File: src/rtl/riscv_trace_buffer_if.sv
// riscv_trace_buffer_if: commit-trace bus into the trace buffer plus the
// valid/ready readout port back out of it.
//   master: the core/consumer side (drives commit fields and rd_ready)
//   slave : the trace buffer (samples commits, presents the head record)
interface riscv_trace_buffer_if #(
  parameter int RegBits  = 32,
  parameter int AddrBits = 5
);
  // commit (write-back) stream
  logic                enable;
  logic [RegBits-1:0]  pc;
  logic                reg_write;
  logic [AddrBits-1:0] write_back;
  logic [RegBits-1:0]  result;
  // readout stream
  logic                rd_valid;
  logic                rd_ready;
  logic [RegBits-1:0]  rd_pc;
  logic [AddrBits-1:0] rd_addr;
  logic [RegBits-1:0]  rd_data;

  modport master (
    output enable, pc, reg_write, write_back, result, rd_ready,
    input  rd_valid, rd_pc, rd_addr, rd_data
  );

  modport slave (
    input  enable, pc, reg_write, write_back, result, rd_ready,
    output rd_valid, rd_pc, rd_addr, rd_data
  );
endinterface

File: src/rtl/riscv_trace_buffer.sv
// riscv_trace_buffer: circular commit-trace ring recording (pc, rd, result)
// for every non-x0 register write-back while capturing. Arm clears and starts
// capture, stop freezes it; once frozen the ring is drained oldest-first
// through the valid/ready readout port.
// Optional pc-match trigger with post-trigger capture: RISCV_TRACE_TRIGGER_EN.
module riscv_trace_buffer #(
  parameter int RegBits     = 32,
  parameter int AddrBits    = 5,
  parameter int Depth       = 16,
  parameter int PostTrigger = 8
) (
  input  logic                       clk_i,
  input  logic                       rst_i,
  riscv_trace_buffer_if.slave        bus,
  input  logic                       arm_i,
  input  logic                       stop_i,
  input  logic [RegBits-1:0]         trigger_pc_i,
  output logic [$clog2(Depth):0]     count_o,
  output logic                       overflow_o,
  output logic [1:0]                 state_o
);

  localparam int PtrBits = $clog2(Depth);
  localparam int CntBits = PtrBits + 1;

  typedef enum logic [1:0] {
    IDLE    = 2'd0,
    CAPTURE = 2'd1,
    POST    = 2'd2,
    FROZEN  = 2'd3
  } state_t;

  state_t              state;
  logic [PtrBits-1:0]  head;
  logic [PtrBits-1:0]  tail;
  logic [PtrBits-1:0]  post_cnt;
  logic [CntBits-1:0]  count;
  logic                overflow;

  logic [RegBits-1:0]  ring_pc   [Depth];
  logic [AddrBits-1:0] ring_addr [Depth];
  logic [RegBits-1:0]  ring_data [Depth];

  logic capturing;
  logic cap_event;
  logic full;
  logic rd_valid;
  logic pop;
  logic trig_hit;
  logic post_done;

  assign capturing = (state == CAPTURE) || (state == POST);
  // x0 writes carry no architectural information and are never recorded
  assign cap_event = capturing && bus.enable && bus.reg_write &&
                     (bus.write_back != '0);
  assign full      = (count == CntBits'(Depth));
  // readout is only offered while the ring is not being written
  assign rd_valid  = (count != '0) && ((state == IDLE) || (state == FROZEN));
  assign pop       = rd_valid && bus.rd_ready;

`ifdef RISCV_TRACE_TRIGGER_EN
  // the trigger record itself is stored; the post counter starts after it
  assign trig_hit  = cap_event && (state == CAPTURE) && (bus.pc == trigger_pc_i);
  assign post_done = cap_event && (state == POST) &&
                     ((CntBits'(post_cnt) + 1'b1) == CntBits'(PostTrigger));
`else
  assign trig_hit  = 1'b0;
  assign post_done = 1'b0;
  logic unused_trigger;
  assign unused_trigger = ^{trigger_pc_i, post_cnt, PostTrigger[0]};
`endif

  // control FSM with ring pointers, occupancy, overflow and post counter
  always_ff @(posedge clk_i or negedge rst_i) begin
    if (!rst_i) begin
      state    <= IDLE;
      head     <= '0;
      tail     <= '0;
      count    <= '0;
      overflow <= 1'b0;
      post_cnt <= '0;
    end else if (arm_i) begin
      state    <= CAPTURE;
      head     <= '0;
      tail     <= '0;
      count    <= '0;
      overflow <= 1'b0;
      post_cnt <= '0;
    end else begin
      // events and pops are mutually exclusive: pops need a non-capture state
      if (cap_event) begin
        tail <= tail + 1'b1;
        if (full) begin
          head     <= head + 1'b1;
          overflow <= 1'b1;
        end else begin
          count <= count + 1'b1;
        end
      end else if (pop) begin
        head  <= head + 1'b1;
        count <= count - 1'b1;
      end

      case (state)
        CAPTURE: begin
          if (stop_i) begin
            state <= FROZEN;
          end else if (trig_hit) begin
            state    <= POST;
            post_cnt <= '0;
          end
        end
        POST: begin
          if (cap_event) post_cnt <= post_cnt + 1'b1;
          if (stop_i || post_done) state <= FROZEN;
        end
        default: ;
      endcase
    end
  end

  // ring storage, written at the tail on each capture event
  always_ff @(posedge clk_i) begin
    if (cap_event) begin
      ring_pc[tail]   <= bus.pc;
      ring_addr[tail] <= bus.write_back;
      ring_data[tail] <= bus.result;
    end
  end

  assign bus.rd_valid = rd_valid;
  assign bus.rd_pc    = rd_valid ? ring_pc[head]   : '0;
  assign bus.rd_addr  = rd_valid ? ring_addr[head] : '0;
  assign bus.rd_data  = rd_valid ? ring_data[head] : '0;

  assign count_o    = count;
  assign overflow_o = overflow;
  assign state_o    = state;

endmodule

File: src/flat_wrapper.sv
// flat-port wrapper written by rule: the top's interface ports become plain ports
module riscv_trace_buffer_flat 
#(
  parameter int RegBits     = 32,
  parameter int AddrBits    = 5,
  parameter int Depth       = 16,
  parameter int PostTrigger = 8
)
  (clk_i, rst_i, arm_i, stop_i, trigger_pc_i, count_o, overflow_o, state_o, bus_enable, bus_pc, bus_reg_write, bus_write_back, bus_result, bus_rd_ready, bus_rd_valid, bus_rd_pc, bus_rd_addr, bus_rd_data);
  riscv_trace_buffer_if #(.RegBits(RegBits), .AddrBits(AddrBits)) bus_i ();
  input  logic clk_i;
  input  logic rst_i;
  input  logic arm_i;
  input  logic stop_i;
  input  logic [RegBits-1:0] trigger_pc_i;
  output logic [$clog2(Depth):0] count_o;
  output logic overflow_o;
  output logic [1:0] state_o;
  input wire logic [$bits(bus_i.enable)-1:0] bus_enable;
  input wire logic [$bits(bus_i.pc)-1:0] bus_pc;
  input wire logic [$bits(bus_i.reg_write)-1:0] bus_reg_write;
  input wire logic [$bits(bus_i.write_back)-1:0] bus_write_back;
  input wire logic [$bits(bus_i.result)-1:0] bus_result;
  input wire logic [$bits(bus_i.rd_ready)-1:0] bus_rd_ready;
  output wire logic [$bits(bus_i.rd_valid)-1:0] bus_rd_valid;
  output wire logic [$bits(bus_i.rd_pc)-1:0] bus_rd_pc;
  output wire logic [$bits(bus_i.rd_addr)-1:0] bus_rd_addr;
  output wire logic [$bits(bus_i.rd_data)-1:0] bus_rd_data;
  assign bus_i.enable = bus_enable;
  assign bus_i.pc = bus_pc;
  assign bus_i.reg_write = bus_reg_write;
  assign bus_i.write_back = bus_write_back;
  assign bus_i.result = bus_result;
  assign bus_i.rd_ready = bus_rd_ready;
  assign bus_rd_valid = bus_i.rd_valid;
  assign bus_rd_pc = bus_i.rd_pc;
  assign bus_rd_addr = bus_i.rd_addr;
  assign bus_rd_data = bus_i.rd_data;
  riscv_trace_buffer #(.RegBits(RegBits), .AddrBits(AddrBits), .Depth(Depth), .PostTrigger(PostTrigger)) u_core (.clk_i(clk_i), .rst_i(rst_i), .bus(bus_i), .arm_i(arm_i), .stop_i(stop_i), .trigger_pc_i(trigger_pc_i), .count_o(count_o), .overflow_o(overflow_o), .state_o(state_o));
endmodule
File: config.mk
export PLATFORM = sky130hd
export DESIGN_NAME = riscv_trace_buffer_flat
export DESIGN_NICKNAME = d
export VERILOG_FILES = /design/src/rtl/riscv_trace_buffer_if.sv /design/src/rtl/riscv_trace_buffer.sv /design/src/flat_wrapper.sv
export SDC_FILE = /design/constraint.sdc
export NUM_CORES = 1
export LEC_CHECK = 0
export CORE_MARGIN = 10
export CORE_UTILIZATION = 45
export CTS_BUF_LIST = sky130_fd_sc_hd__clkbuf_4 sky130_fd_sc_hd__clkbuf_8
export DETAILED_ROUTE_END_ITERATION = 10
export PLACE_DENSITY = 0.7
export SLEW_MARGIN = 15
export SYNTH_ARGS = -nofsm -noshare
export SYNTH_HDL_FRONTEND = slang
export SYNTH_SLANG_ARGS = --single-unit
export TNS_END_PERCENT = 20
File: constraint.sdc
create_clock -name clk_i -period 8.83 [get_ports clk_i]
set_clock_uncertainty 0.05 [all_clocks]
set_input_delay 1.3245 -clock clk_i [delete_from_list [all_inputs] [get_ports clk_i]]
set_output_delay 1.3245 -clock clk_i [all_outputs]
set_load 0.02 [all_outputs]
==> out/results.ini <==
[status]
run_status = finished clean

[floorplan]
die_w_um = 327
core-area_mm2 = 0.0933
die_h_um = 327
boundaryPins = 186
num_rows = 112
start_util_pct = 45.4
fp.dieArea_mm2 = 0.107

[layout]
num-nets-final = 2189
layout.cells.non_filler = 3466
area_growth_pct = 15.3
finalInstanceArea_mm2 = 0.0489
final_common_cell = edfxtp_1
layout_common_cells = edfxtp_1, mux4_2, clkbuf_8
drive_gt1_share_pct = 27.7

[drt]
routed_wl_mm = 97.9
via_count = 20300
drc = 0
ant_nets = 0
routed_via_density = 5.85
firstDrtPassIters = 5
wire_per_inst_um = 28.3
drtIter0Drc = 2089

[clock_tree]
cts_hold_buf = 0
insertion_delay_ps = 830
h-tree-depth = 4
clkSlewWorstSetupHoldPaths_ps = 60
clock-sinks = 1120
cts_made_buffers = 175
cts_resized = 0
cts-root-buf = clkbuf_8
tritoncts = built
cts_setup_buffers = 0
cts_max_path_buffers = 3

[worst_setup_path]
cp-start-kind = flop
timing.critical_path.slowest_stage_cell = dfrtp_4
cp_top_family = buffers and inverters
timing.rr.end = u_core.ring_pc[4][9]
rrSetupSlack_ps = 5210
cp_max_fo = 165
worstPathCellList = buf_12 -> mux4_2 -> a22oi_1 -> a21oi_1 -> clkdlybuf4s50_1
criticalPathCategory = reg -> out
crit_arrival_ps = 4640
cp-end-kind = output port
rr_worst_depth = 6
max_stage_delay_ps = 1120
cp.required_ps = 7460
timing.rr.start = u_core.state_o[1]
path_buf_inv = 2

[grt]
antenna_found_initial = 11
grt_pass1_vias = 21400
grt_max_degree = 166
overflow = 0
grt_use_total_pct = 18.3
grt_pass1_wl_mm = 143

[placed_design]
dp_slack_ps = 3290
dp_hpwl_mm = 48.1
dp_cells = 3148
place_area_mm2 = 0.0454
place.gp.congestion = 0.736
port_buffers = 153

[synth]
synth_cells = 1816
synth-compound-area-share_pct = 3.67
ys_seq_area_share_pct = 79.1
ys_seq_elements = 1120
synth.mux.area_fraction_pct = 14.8
async_flop_share_pct = 1.43
synth_edf_count = 1104
synth_nets = 1934
syn_area_per_cell_um2 = 23.3
synth_flop_cell = edfxtp_1
synthesis.area_mm2 = 0.0424
yosys.area_share.xor_xnor_pct = 0.0826
synthAdderAreaFrac_pct = 0.313
synth_top_family_by_area = multiplexers
synthSimpleGateAreaFrac_pct = 0.785
yosysWarnings = 0
synth.distinct_cells = 48

[sta]
period_share_pct = 68.1
finalSetupViolCount = 0
min_period_ps = 6020
timing.setup.tns_ps = 0
tightest_slew_ps = 1100
fin_ws_ps = 2810
grt_setup_unrepaired = false
clock.fmax_mhz = 166
slew_viol_final = 0
slew_headroom_pct = 26.4
final_hold_viol_count = 0

[power_and_ir_drop]
power.total_mw = 11.0
power_leakage_nw = 14.9
power_density_mw_per_mm2 = 226
irDropWorstVdd_mv = 0.146

[hold_path]
holdPathEnd = u_core.overflow_o
hold_start = u_core.overflow_o
hold_class = reg -> reg
min_path_cells = 2

[run]
drv_cap = 0

-- synthesized netlist by cell type, types with 2 or more instances --
library cell	number	area [um^2]
ha_1	9	113
xnor2_1	3	26.3
inv_1	7	26.3
nand2_1	5	18.8
nand2b_1	6	37.5
buf_1	8	30.0
a21oi_1	74	370
mux4_2	276	6220
clkbuf_1	56	210
buf_4	2	15.0
and3_1	5	31.3
mux2_2	3	33.8
nor2b_1	6	37.5
nand3_1	5	25.0
a22oi_1	139	1040
buf_2	38	190
and2_1	12	75.1
edfxtp_1	1104	33200
o32ai_1	3	26.3
dfrtp_1	16	400
nor2_1	11	41.3
o22ai_1	2	12.5
-- state kept, by name (all words and copies together) (netlist names) --
register and count:
u_core.tail 4, u_core.ring_pc 512, u_core.ring_data 512, u_core.overflow_o 1, u_core.head 4, u_core.state_o 2
u_core.count_o 5, u_core.ring_addr 80
-- cell families after synthesis --
| kind of cell | count (synthesis) |
|---|---|
| DFF | 1120 |
| muxes | 282 |
| AOI/OAI and AO/OA | 229 |
| buffers and inverters | 113 |
| and+or+nand+nor | 58 |
| adders and majority gates | 10 |
| xor gates and xnor gates | 4 |
-- layer usage --
layer  vias to the layer above  track usage (%)  share of wire [%]  wire length, um
li1                       8383                -                  -                -
met1                     10900             24.9                 41            40000
met2                       836             28.8                 49            47800
met3                       167             4.55                8.2             8010
met4                        16             5.86                2.1             2060
met5                         -                0              0.088               86
-- worst register-to-register path: cells and delay by family, from the launching register on --
family	cells	cell delay, ps
compound gates	1	390
simple gates	2	1200
buf+inv	2	820
flops	1	420
xor+xnor	1	320
-- cell type report --
cell class	instances	area, um^2
diodes	4	10.0
clock buffers	231	2860
clock inverters	83	607
fillers	7180	44500
inverters	8	32.5
multi-input cells	583	8440
flip-flops and latches	1120	33600
well taps	1254	1570
repair buffers	183	1790
-- report_power, final --
group          switching [mW]  internal (mW)  total, mW
Sequential             0.0356           5.87       5.91
Clock                    2.00           2.28       4.28
Combinational           0.451          0.406      0.857
-- through the flow --
step | hold WS, ps | utilization, %
2_1_floorplan | 506 | -
3_5_place_dp | 456 | 48.6
5_1_grt | 508 | 52.4
4_1_cts | 469 | 52.4
6_report | 464 | 52.4
3_3_place_gp | 433 | 48.6
-- how the worst max path moves through the flow --
stage / startpoint / endpoint / depth (start not counted) / slack (ps)
final: u_core.head[1] / bus_rd_pc[5] / 5 / 2810
after detailed placement: bus_write_back[4] / u_core.ring_pc[5][8] / 7 / 3290
after floorplan: bus_write_back[3] / u_core.ring_addr[3][0] / 5 / 2640
after CTS: u_core.head[1] / bus_rd_addr[4] / 5 / 2790
after global routing: u_core.head[1] / bus_rd_pc[5] / 5 / 2650
after global placement: bus_write_back[4] / u_core.ring_pc[6][13] / 7 / 3410
Power figures use the tool's default switching activity.
